## config.mk

```make
export PLATFORM = sky130hd
export DESIGN_NAME = ps2_host_tx
export DESIGN_NICKNAME = d
export VERILOG_FILES = /design/src/rtl/ps2_host_tx_pkg.sv /design/src/rtl/ps2_host_tx_sync_edge.sv /design/src/rtl/ps2_host_tx.sv
export SDC_FILE = /design/constraint.sdc
export NUM_CORES = 1
export LEC_CHECK = 0
export CAP_MARGIN = 20
export CORE_MARGIN = 2
export CORE_UTILIZATION = 45
export DETAILED_ROUTE_END_ITERATION = 6
export PLACE_DENSITY_LB_ADDON = 0.08
export SKIP_LAST_GASP = 1
export SLEW_MARGIN = 30
export SYNTH_ARGS = -nofsm -noshare
export SYNTH_HDL_FRONTEND = slang
export SYNTH_HIERARCHICAL = 1
export SYNTH_SLANG_ARGS = --single-unit
```

## constraint.sdc

```tcl
create_clock -name clk -period 2.5 [get_ports clk]
set_input_delay 0.25 -clock clk [delete_from_list [all_inputs] [get_ports clk]]
set_output_delay 0.25 -clock clk [all_outputs]
set_load 0.02 [all_outputs]
```

## src/rtl/ps2_host_tx_pkg.sv

```systemverilog
// Shared PS/2 definitions: transmitter state encoding, frame geometry and
// small helpers for cycle budgets and parity.
package ps2_host_tx_pkg;

  localparam int PS2_FRAME_BITS   = 11;
  localparam int PS2_PAYLOAD_BITS = 9;

  typedef enum logic [3:0] {
    ST_IDLE       = 4'd0,
    ST_INHIBIT    = 4'd1,
    ST_REQ        = 4'd2,
    ST_WAIT_START = 4'd3,
    ST_SHIFT      = 4'd4,
    ST_WAIT_ACK   = 4'd5,
    ST_WAIT_IDLE  = 4'd6,
    ST_DONE       = 4'd7,
    ST_ERROR      = 4'd8
  } ps2_tx_state_e;

  function automatic int us_to_cycles(input longint clk_hz, input longint us);
    return int'((clk_hz * us) / 64'sd1000000);
  endfunction

  function automatic int max3(input int a, input int b, input int c);
    int m;
    m = (a > b) ? a : b;
    return (m > c) ? m : c;
  endfunction

  // PS/2 uses odd parity over the eight data bits.
  function automatic logic odd_parity(input logic [7:0] data);
    return ~^data;
  endfunction

endpackage

```

## src/rtl/ps2_host_tx_sync_edge.sv

```systemverilog
// Two-flop synchroniser with falling-edge detect for one PS/2 pin; the idle
// bus level is high so every stage resets to 1.
module ps2_host_tx_sync_edge (
  input  logic i_clk,
  input  logic i_rst_n,
  input  logic i_pin,
  output logic o_level,
  output logic o_fall
);

  logic r_meta;
  logic r_sync;
  logic r_prev;

  always_ff @(posedge i_clk or negedge i_rst_n) begin
    if (!i_rst_n) begin
      r_meta <= 1'b1;
      r_sync <= 1'b1;
      r_prev <= 1'b1;
    end else begin
      r_meta <= i_pin;
      r_sync <= r_meta;
      r_prev <= r_sync;
    end
  end

  assign o_level = r_sync;
  assign o_fall  = r_prev & ~r_sync;

endmodule

```

## src/rtl/ps2_host_tx.sv

```systemverilog
// PS/2 host-to-device transmitter: request-to-send, bit shifting on device
// clock falling edges, ACK check and timeout supervision.
module ps2_host_tx
  import ps2_host_tx_pkg::*;
#(
  parameter int CLK_FREQ_HZ = 50_000_000,
  parameter int INHIBIT_US  = 100,
  parameter int START_TO_US = 15000,
  parameter int FRAME_TO_US = 2000
) (
  input  logic       clk,
  input  logic       rst_n,
  input  logic [7:0] tx_data,
  input  logic       tx_start,
  output logic       tx_busy,
  output logic       tx_done,
  output logic       tx_error,
  input  logic       ps2_clk_in,
  input  logic       ps2_data_in,
  output logic       ps2_clk_oe,
  output logic       ps2_data_oe
);

  localparam int INHIBIT_CYC = us_to_cycles(longint'(CLK_FREQ_HZ), longint'(INHIBIT_US));
  localparam int START_CYC   = us_to_cycles(longint'(CLK_FREQ_HZ), longint'(START_TO_US));
  localparam int FRAME_CYC   = us_to_cycles(longint'(CLK_FREQ_HZ), longint'(FRAME_TO_US));
  localparam int TMR_W       = $clog2(max3(INHIBIT_CYC, START_CYC, FRAME_CYC));
  localparam int CNT_W       = $clog2(PS2_FRAME_BITS);

  localparam logic [TMR_W-1:0] INHIBIT_LAST = TMR_W'(INHIBIT_CYC - 1);
  localparam logic [TMR_W-1:0] START_LAST   = TMR_W'(START_CYC - 1);
  localparam logic [TMR_W-1:0] FRAME_LAST   = TMR_W'(FRAME_CYC - 1);
  localparam logic [CNT_W-1:0] PAYLOAD_CNT  = CNT_W'(PS2_PAYLOAD_BITS);

  ps2_tx_state_e               r_state;
  ps2_tx_state_e               w_next;
  logic [TMR_W-1:0]            r_tmr;
  logic [CNT_W-1:0]            r_bitcnt;
  logic [CNT_W-1:0]            w_bitcnt_nxt;
  logic [PS2_PAYLOAD_BITS-1:0] r_shift;
  logic [PS2_PAYLOAD_BITS-1:0] w_shift_nxt;
  logic r_busy, r_done, r_error, r_clk_oe, r_data_oe;
  logic w_busy_nxt, w_done_nxt, w_error_nxt, w_clk_oe_nxt, w_data_oe_nxt, w_drive_nxt;
  logic w_clk_lvl, w_clk_fall, w_data_lvl, w_data_fall_unused;
  logic w_inhibit_exp, w_start_exp, w_frame_exp;
  logic w_in_frame, w_next_in_frame, w_release;

  ps2_host_tx_sync_edge u_clk_sync (
    .i_clk   (clk),
    .i_rst_n (rst_n),
    .i_pin   (ps2_clk_in),
    .o_level (w_clk_lvl),
    .o_fall  (w_clk_fall)
  );

  ps2_host_tx_sync_edge u_data_sync (
    .i_clk   (clk),
    .i_rst_n (rst_n),
    .i_pin   (ps2_data_in),
    .o_level (w_data_lvl),
    .o_fall  (w_data_fall_unused)
  );

  assign w_inhibit_exp   = (r_tmr == INHIBIT_LAST);
  assign w_start_exp     = (r_tmr == START_LAST);
  assign w_frame_exp     = (r_tmr == FRAME_LAST);
  assign w_in_frame      = (r_state == ST_SHIFT) || (r_state == ST_WAIT_ACK) || (r_state == ST_WAIT_IDLE);
  assign w_next_in_frame = (w_next == ST_SHIFT) || (w_next == ST_WAIT_ACK) || (w_next == ST_WAIT_IDLE);

  always_ff @(posedge clk or negedge rst_n) begin
    if (!rst_n) begin
      r_state <= ST_IDLE;
    end else begin
      r_state <= w_next;
    end
  end

  // Restarts on every state change, except that it keeps running from the
  // first device edge to the end of the frame so one budget covers it all.
  always_ff @(posedge clk or negedge rst_n) begin
    if (!rst_n) begin
      r_tmr <= {TMR_W{1'b0}};
    end else if ((r_state == ST_IDLE) || ((w_next != r_state) && !(w_in_frame && w_next_in_frame))) begin
      r_tmr <= {TMR_W{1'b0}};
    end else begin
      r_tmr <= r_tmr + TMR_W'(1);
    end
  end

  always_comb begin
    w_next = r_state;
    case (r_state)
      ST_IDLE: begin
        if (tx_start) w_next = ST_INHIBIT;
        else          w_next = ST_IDLE;
      end
      ST_INHIBIT: begin
        if (w_inhibit_exp) w_next = ST_REQ;
        else               w_next = ST_INHIBIT;
      end
      ST_REQ: w_next = ST_WAIT_START;
      ST_WAIT_START: begin
        if (w_clk_fall)       w_next = ST_SHIFT;
        else if (w_start_exp) w_next = ST_ERROR;
        else                  w_next = ST_WAIT_START;
      end
      ST_SHIFT: begin
        if (w_clk_fall && (r_bitcnt == PAYLOAD_CNT)) w_next = ST_WAIT_ACK;
        else if (w_frame_exp)                       w_next = ST_ERROR;
        else                                        w_next = ST_SHIFT;
      end
      ST_WAIT_ACK: begin
        if (w_clk_fall)       w_next = w_data_lvl ? ST_ERROR : ST_WAIT_IDLE;
        else if (w_frame_exp) w_next = ST_ERROR;
        else                  w_next = ST_WAIT_ACK;
      end
      ST_WAIT_IDLE: begin
        if (w_clk_lvl && w_data_lvl) w_next = ST_DONE;
        else if (w_frame_exp)        w_next = ST_ERROR;
        else                         w_next = ST_WAIT_IDLE;
      end
      ST_DONE:  w_next = ST_IDLE;
      ST_ERROR: w_next = ST_IDLE;
      default:  w_next = ST_IDLE;
    endcase
  end

  // Next values for the registered outputs and the bit datapath.
  always_comb begin
    w_shift_nxt  = r_shift;
    w_bitcnt_nxt = r_bitcnt;
    w_drive_nxt  = r_data_oe;
    case (r_state)
      ST_IDLE: begin
        if (tx_start) begin
          w_shift_nxt  = {odd_parity(tx_data), tx_data};
          w_bitcnt_nxt = {CNT_W{1'b0}};
        end else begin
          w_shift_nxt  = r_shift;
        end
      end
      ST_INHIBIT: begin
        if (w_next == ST_REQ) w_drive_nxt = 1'b1;
        else                  w_drive_nxt = r_data_oe;
      end
      ST_WAIT_START, ST_SHIFT: begin
        if (w_clk_fall) begin
          w_drive_nxt  = (r_bitcnt == PAYLOAD_CNT) ? 1'b0 : ~r_shift[0];
          w_shift_nxt  = {1'b1, r_shift[PS2_PAYLOAD_BITS-1:1]};
          w_bitcnt_nxt = r_bitcnt + CNT_W'(1);
        end else begin
          w_drive_nxt  = r_data_oe;
        end
      end
      default: w_drive_nxt = r_data_oe;
    endcase
    w_release     = (w_next == ST_IDLE) || (w_next == ST_DONE) || (w_next == ST_ERROR);
    w_data_oe_nxt = w_release ? 1'b0 : w_drive_nxt;
    w_clk_oe_nxt  = (w_next == ST_INHIBIT) || (w_next == ST_REQ);
    w_busy_nxt    = !w_release;
    w_done_nxt    = (w_next == ST_DONE);
    w_error_nxt   = (w_next == ST_ERROR);
  end

  always_ff @(posedge clk or negedge rst_n) begin
    if (!rst_n) begin
      r_shift   <= {PS2_PAYLOAD_BITS{1'b1}};
      r_bitcnt  <= {CNT_W{1'b0}};
      r_busy    <= 1'b0;
      r_done    <= 1'b0;
      r_error   <= 1'b0;
      r_clk_oe  <= 1'b0;
      r_data_oe <= 1'b0;
    end else begin
      r_shift   <= w_shift_nxt;
      r_bitcnt  <= w_bitcnt_nxt;
      r_busy    <= w_busy_nxt;
      r_done    <= w_done_nxt;
      r_error   <= w_error_nxt;
      r_clk_oe  <= w_clk_oe_nxt;
      r_data_oe <= w_data_oe_nxt;
    end
  end

  assign tx_busy     = r_busy;
  assign tx_done     = r_done;
  assign tx_error    = r_error;
  assign ps2_clk_oe  = r_clk_oe;
  assign ps2_data_oe = r_data_oe;

endmodule

```

# --- Word-level counts from Yosys, hierarchy flattened ---
# Index checks and enable logic that the tools add are counted.
word_totals:
  ff_bits: 47
  latch_bits: 0
  mem_bits_rw: 0
  rom_bits: 0
  output_inout_bits: 5
  elab_cells: 87
  mem_count: 0
op_classes:
  addsub: 2
  mul: 0
  div_mod_pow: 0
  magnitude_cmp: 0
  eq_ne: 22
  n_shift: 0
  muxes: 24
  n_bitwise: 3
  reduce_logical: 22
op_table:
  columns: ["operator", "n"]
  rows:
  - ["4-bit 2-to-1 mux", 11]
  - ["4-bit by 3-bit equality test with 1-bit output (second input constant)", 7]
  - ["4-bit case mux with 7 select lines", 1]
  - ["20-bit by 1-bit adder with 20-bit output (second input constant)", 1]
  - ["20-bit by 13-bit equality test with 1-bit output (second input constant)", 1]
  - ["20-bit by 17-bit equality test with 1-bit output (second input constant)", 1]
  - ["20-bit equality test (second input constant)", 1]
  - ["20-bit 2-to-1 mux", 1]
  - ["9-bit 2-to-1 mux", 2]
  - ["9-bit case mux with 2 select lines", 1]
  - ["4-bit by 2-bit equality test with 1-bit output (second input constant)", 3]
  - ["4-bit by 1-bit equality test with 1-bit output (second input constant)", 2]
  - ["4-bit equality test (second input constant)", 2]
  - ["4-bit logical NOT", 2]
  - ["1-bit logical OR", 8]
  - ["4-bit case mux with 2 select lines", 1]
  - ["8-bit XNOR reduction", 1]
  - ["3-bit inequality test (second input constant)", 2]
  - ["3-bit AND reduction", 2]
  - ["1-bit 2-to-1 mux", 5]
  - ["4-bit by 1-bit adder with 4-bit output (second input constant)", 1]
  - ["1-bit logical AND", 4]
  - ["2-bit inequality test (second input constant)", 2]
  - ["4-bit inequality test", 1]
  - ["8 further kinds", 10]

# --- Longest topological paths before layout ---
logic_depth:
  ltp_word: 13
  ltp_mapped: 9
  depth_no_buf: 8

# --- By module ---
# The synthesis kept the hierarchy.
modules_own_cells:
  columns: ["module", "n_inst", "cells_each", "area_per_inst_um2"]
  rows:
  - ["ps2_host_tx", 1, 254, 2397.3]
  - ["ps2_host_tx_sync_edge", 2, 4, 92.6]

# --- Worst setup path after synthesis ---
# Ideal clock, no wire load.
synth_path:
  path_type: "register to register"
  startpoint: "reg r_tmr[11]"
  endpoint: "reg r_tmr[1]"
  setup_time_ns: 0.132
  arrival_ns: 2.014
  t_required_ns: 2.368
  setup_slack_ns: 0.354
  stages_incl_launch_ff: 7
  n_path_buf: 0
  period_less_slack_ns: 2.146
  cell_sequence: "dfrtp_1 > or3b_4 > or4_4 > o21bai_4 > nand3_1 > nor3_4 > nor3b_1"
synth_via:
  elab_chain_cells: 12
synth_rtl:
  columns: ["item", "line", "source"]
  rows:
  - ["start, declared", "ps2_host_tx.sv:37", "logic [TMR_W-1:0] r_tmr;"]
  - ["start signal, assigned", "ps2_host_tx.sv:82", "r_tmr <= {TMR_W{1'b0}};"]
  - ["start signal, assigned", "ps2_host_tx.sv:84", "r_tmr <= {TMR_W{1'b0}};"]
  - ["start signal, assigned", "ps2_host_tx.sv:86", "r_tmr <= r_tmr + TMR_W'(1);"]
  - ["20-bit by 17-bit equality test with 1-bit output or 20-bit equality test (tied branches)", "ps2_host_tx.sv:66, ps2_host_tx.sv:65", null]
  - ["4-bit 2-to-1 mux (on tied branches) (2 in series)", null, null]
  - ["4-bit case mux with 7 select lines *", "ps2_host_tx.sv:92", "case (r_state)"]
  - ["4-bit by 3-bit equality test with 1-bit output", "ps2_host_tx.sv:68", "assign w_next_in_frame = (w_next == ST_SHIFT) || (w_next == ST_WAIT_ACK) || (w_next == ST_WAIT_IDLE);"]
  - ["1-bit logical OR (2 in series)", "ps2_host_tx.sv:68", null]
  - ["1-bit logical AND", "ps2_host_tx.sv:83", "end else if ((r_state == ST_IDLE) || ((w_next != r_state) && !(w_in_frame && w_next_in_frame))) begin"]
  - ["1-bit logical NOT", "ps2_host_tx.sv:83", null]
  - ["1-bit logical AND *", "ps2_host_tx.sv:83", null]
  - ["1-bit logical OR *", "ps2_host_tx.sv:83", null]
  - ["20-bit 2-to-1 mux *", "ps2_host_tx.sv:83", null]
# Mark *: on every way between the ends. The rest lies on a longest branch, timed or not.
# A chain may end at the register's enable or synchronous reset.

# --- Worst setup path in the final report ---
# Same ends and word-level chain as after synthesis.

==> results.py <==
metrics = {
    "clock_network": {
        "h-tree-depth": 2,
        "cts_hold_buf": 1,
        "cts_resized": 0,
        "numClockSinks": 47,
        "cts_setup_buffers": 0,
        "max-clock-path-buffers": 2,
        "clockRootBuffer": "clkbuf_8",
        "cts_buffers": 5,
        "clk_latency_ns": 0.30,
        "clkSlewWorstSetupHoldPaths_ns": 0.09,
        "cts_tree": "yes",
    },
    "placement": {
        "place_area_sq_um": 2860,
        "globalplace.congestion": 0.884,
        "dpl.hpwl_mm": 3.95,
        "io_buffers": 17,
        "place_ws_ns": 0.158,
    },
    "route": {
        "vias": 1952,
        "wl_per_cell_microns": 14.3,
        "drt_pass1_iterations": 4,
        "routed_via_density": 5.36,
        "routed_wl_mm": 5.22,
        "first_iter_violations": 133,
        "drcViolationCount": 0,
        "drtAntennaViolNets": 0,
    },
    "timing": {
        "tightest_slew_ns": 0.883,
        "fin_hold_ws_ns": 0.345,
        "drv_slew": 0,
        "min_period_over_period_pct": 94.5,
        "rsz0062_at_grt": "no",
        "finClkSkew_ns": 0.0110,
        "fmax_ghz": 0.423,
        "setup_viol": 0,
        "finalHoldViolations": 0,
        "max-slew-margin-rel_pct": 40.9,
        "setup_ws_ns": 0.138,
        "min_period_ns": 2.36,
        "setup_tns_ns": 0,
    },
    "layout": {
        "fillers": 519,
        "diodes": 0,
        "final_cell_area_sq_um": 2970,
        "multi_input_area_sq_um": 1290,
        "final-seq-area_sq_um": 1190,
        "layout.nets": 307,
        "layout-drive-gt1-share_pct": 17.5,
        "area_delta_synth_final_pct": 16.8,
    },
    "floorplan": {
        "die_w_microns": 79.2,
        "rows": 27,
        "coreArea_sq_um": 5470,
        "die_h_microns": 79.2,
        "start_util_pct": 46.5,
        "pin_count": 18,
        "dieArea_sq_um": 6270,
    },
    "hold_path": {
        "hold_path.class": "input port to flip-flop",
    },
    "global_routing": {
        "grt_pass1_wl_mm": 8.98,
        "grt_pass1_vias": 1860,
        "overflow": 0,
        "antenna_found_initial": 0,
        "grt_max_degree": 20,
        "grtUsageTotal_pct": 18.5,
    },
    "logic_synthesis": {
        "synth_cells": 260,
        "synthesis.nets": 276,
        "syn_area_sq_um": 2540,
        "yosys_warnings": 6,
        "avgSynthCellArea_sq_um": 9.78,
    },
    "setup_path": {
        "cp-start-kind": "flip-flop",
        "path_cells": "or3b_4, or4_4, o21bai_4, nand3_1, nor3_4, nor3b_1",
        "worstPathMaxFanout": 7,
        "critical_path_arrival_ns": 2.53,
        "criticalPathCategory": "flip-flop to flip-flop",
        "cpPeakStageDelay_ns": 0.57,
        "worstPathRequired_ns": 2.67,
        "endpoint_kind": "flip-flop",
        "slowest_stage": "or4_4",
    },
    "power_and_ir_drop": {
        "peakVddDrop_mv": 0.299,
        "power_uw": 1320,
        "p_per_area_nw_per_um2": 445,
        "leakage_uw": 0.00116,
    },
    "run": {
        "drv_cap": 0,
    },
    "run_status": {
        "outcome": "finished, final reports clean",
    },
}
==> stage by stage <==
step / util, % / instances
2_1_floorplan: - / 260
3_3_place_gp: 52.3 / 355
3_5_place_dp: 52.3 / 355
4_1_cts: 54.3 / 364
5_1_grt: 54.3 / 364
6_report: 54.3 / 364
==> registers in the layout (all words and copies together) (netlist names) <==
register,cells
ps2_clk_oe,1
ps2_data_oe,1
r_bitcnt,4
r_shift,9
r_state,4
r_tmr,20
tx_busy,1
tx_done,1
tx_error,1
u_clk_sync/o_level,1
u_clk_sync/r_meta,1
u_clk_sync/r_prev,1
u_data_sync/o_level,1
u_data_sync/r_meta,1
==> routing by layer <==
metal | track usage (%) | vias up | wire [microns]
met5 | 0 | - | 0
met4 | 5.52 | 0 | 40
met3 | 3.75 | 5 | 208
met1 | 26.7 | 931 | 2630
li1 | - | 978 | -
met2 | 28.1 | 38 | 2340
==> worst max-delay path, delay by kind of cell, from the launching register on <==
family	cells	cell delay, ns
AO/OA/AOI/OAI	1	0.18
flip-flops	1	0.43
AND/OR/NAND/NOR	5	1.62
==> area by class of cell <==
type	instances	area share, %
Clock buffer	6	2.78
Tap cell	72	3.03
Multi-Input combinational cell	202	43.4
Inverter	4	0.506
Clock inverter	2	0.506
Timing Repair Buffer	31	9.61
Sequential cell	47	40.2
==> layout by cell type, fill, tap and decap left out, types with 2 or more instances in the layout <==
cell type,n
mux2i_1,9
dfrtp_1,33
dfstp_2,14
xor2_1,14
clkbuf_8,6
nor4_1,3
nand4_1,11
a21oi_1,5
nor2_1,30
and3_2,2
nor3_1,14
ha_1,3
nand3b_1,2
nor2b_1,2
buf_4,12
nand3_1,9
inv_1,4
o21ai_0,17
nor3b_1,4
nand2_1,30
o21ai_1,2
clkdlybuf4s50_1,16
or3_1,2
a311oi_1,2
and2_1,2
or2b_2,2
nand2b_1,2
xnor2_1,14
==> where the power goes <==
part	internal (uW)	switching [uW]	total (uW)
logic	35.7	34.4	70.1
clock network	227	253	480
registers	768	2.63	770
==> path summary, 6_finish.rpt <==
| path | to | start | slack, ns | depth (start not counted) |
|---|---|---|---|---|
| setup / recovery | r_tmr[1]$_DFF_PN0_ | r_tmr[11]$_DFF_PN0_ | 0.14 | 6 |
| hold / removal | u_data_sync/r_meta$_DFF_PN1_ | ps2_data_in | 0.34 | 1 |
| setup reg to reg | r_tmr[1]$_DFF_PN0_ | r_tmr[11]$_DFF_PN0_ | 0.14 | 6 |
| hold reg to reg | u_data_sync/o_level$_DFF_PN1_ | u_data_sync/r_meta$_DFF_PN1_ | 0.36 | 0 |
| max in group asynchronous | r_shift[1]$_DFFE_PN1P_ | rst_n | 1.51 | 3 |
| min in group asynchronous | r_tmr[7]$_DFF_PN0_ | rst_n | 0.38 | 2 |
No activity file was read; power rests on OpenSTA's default activity.
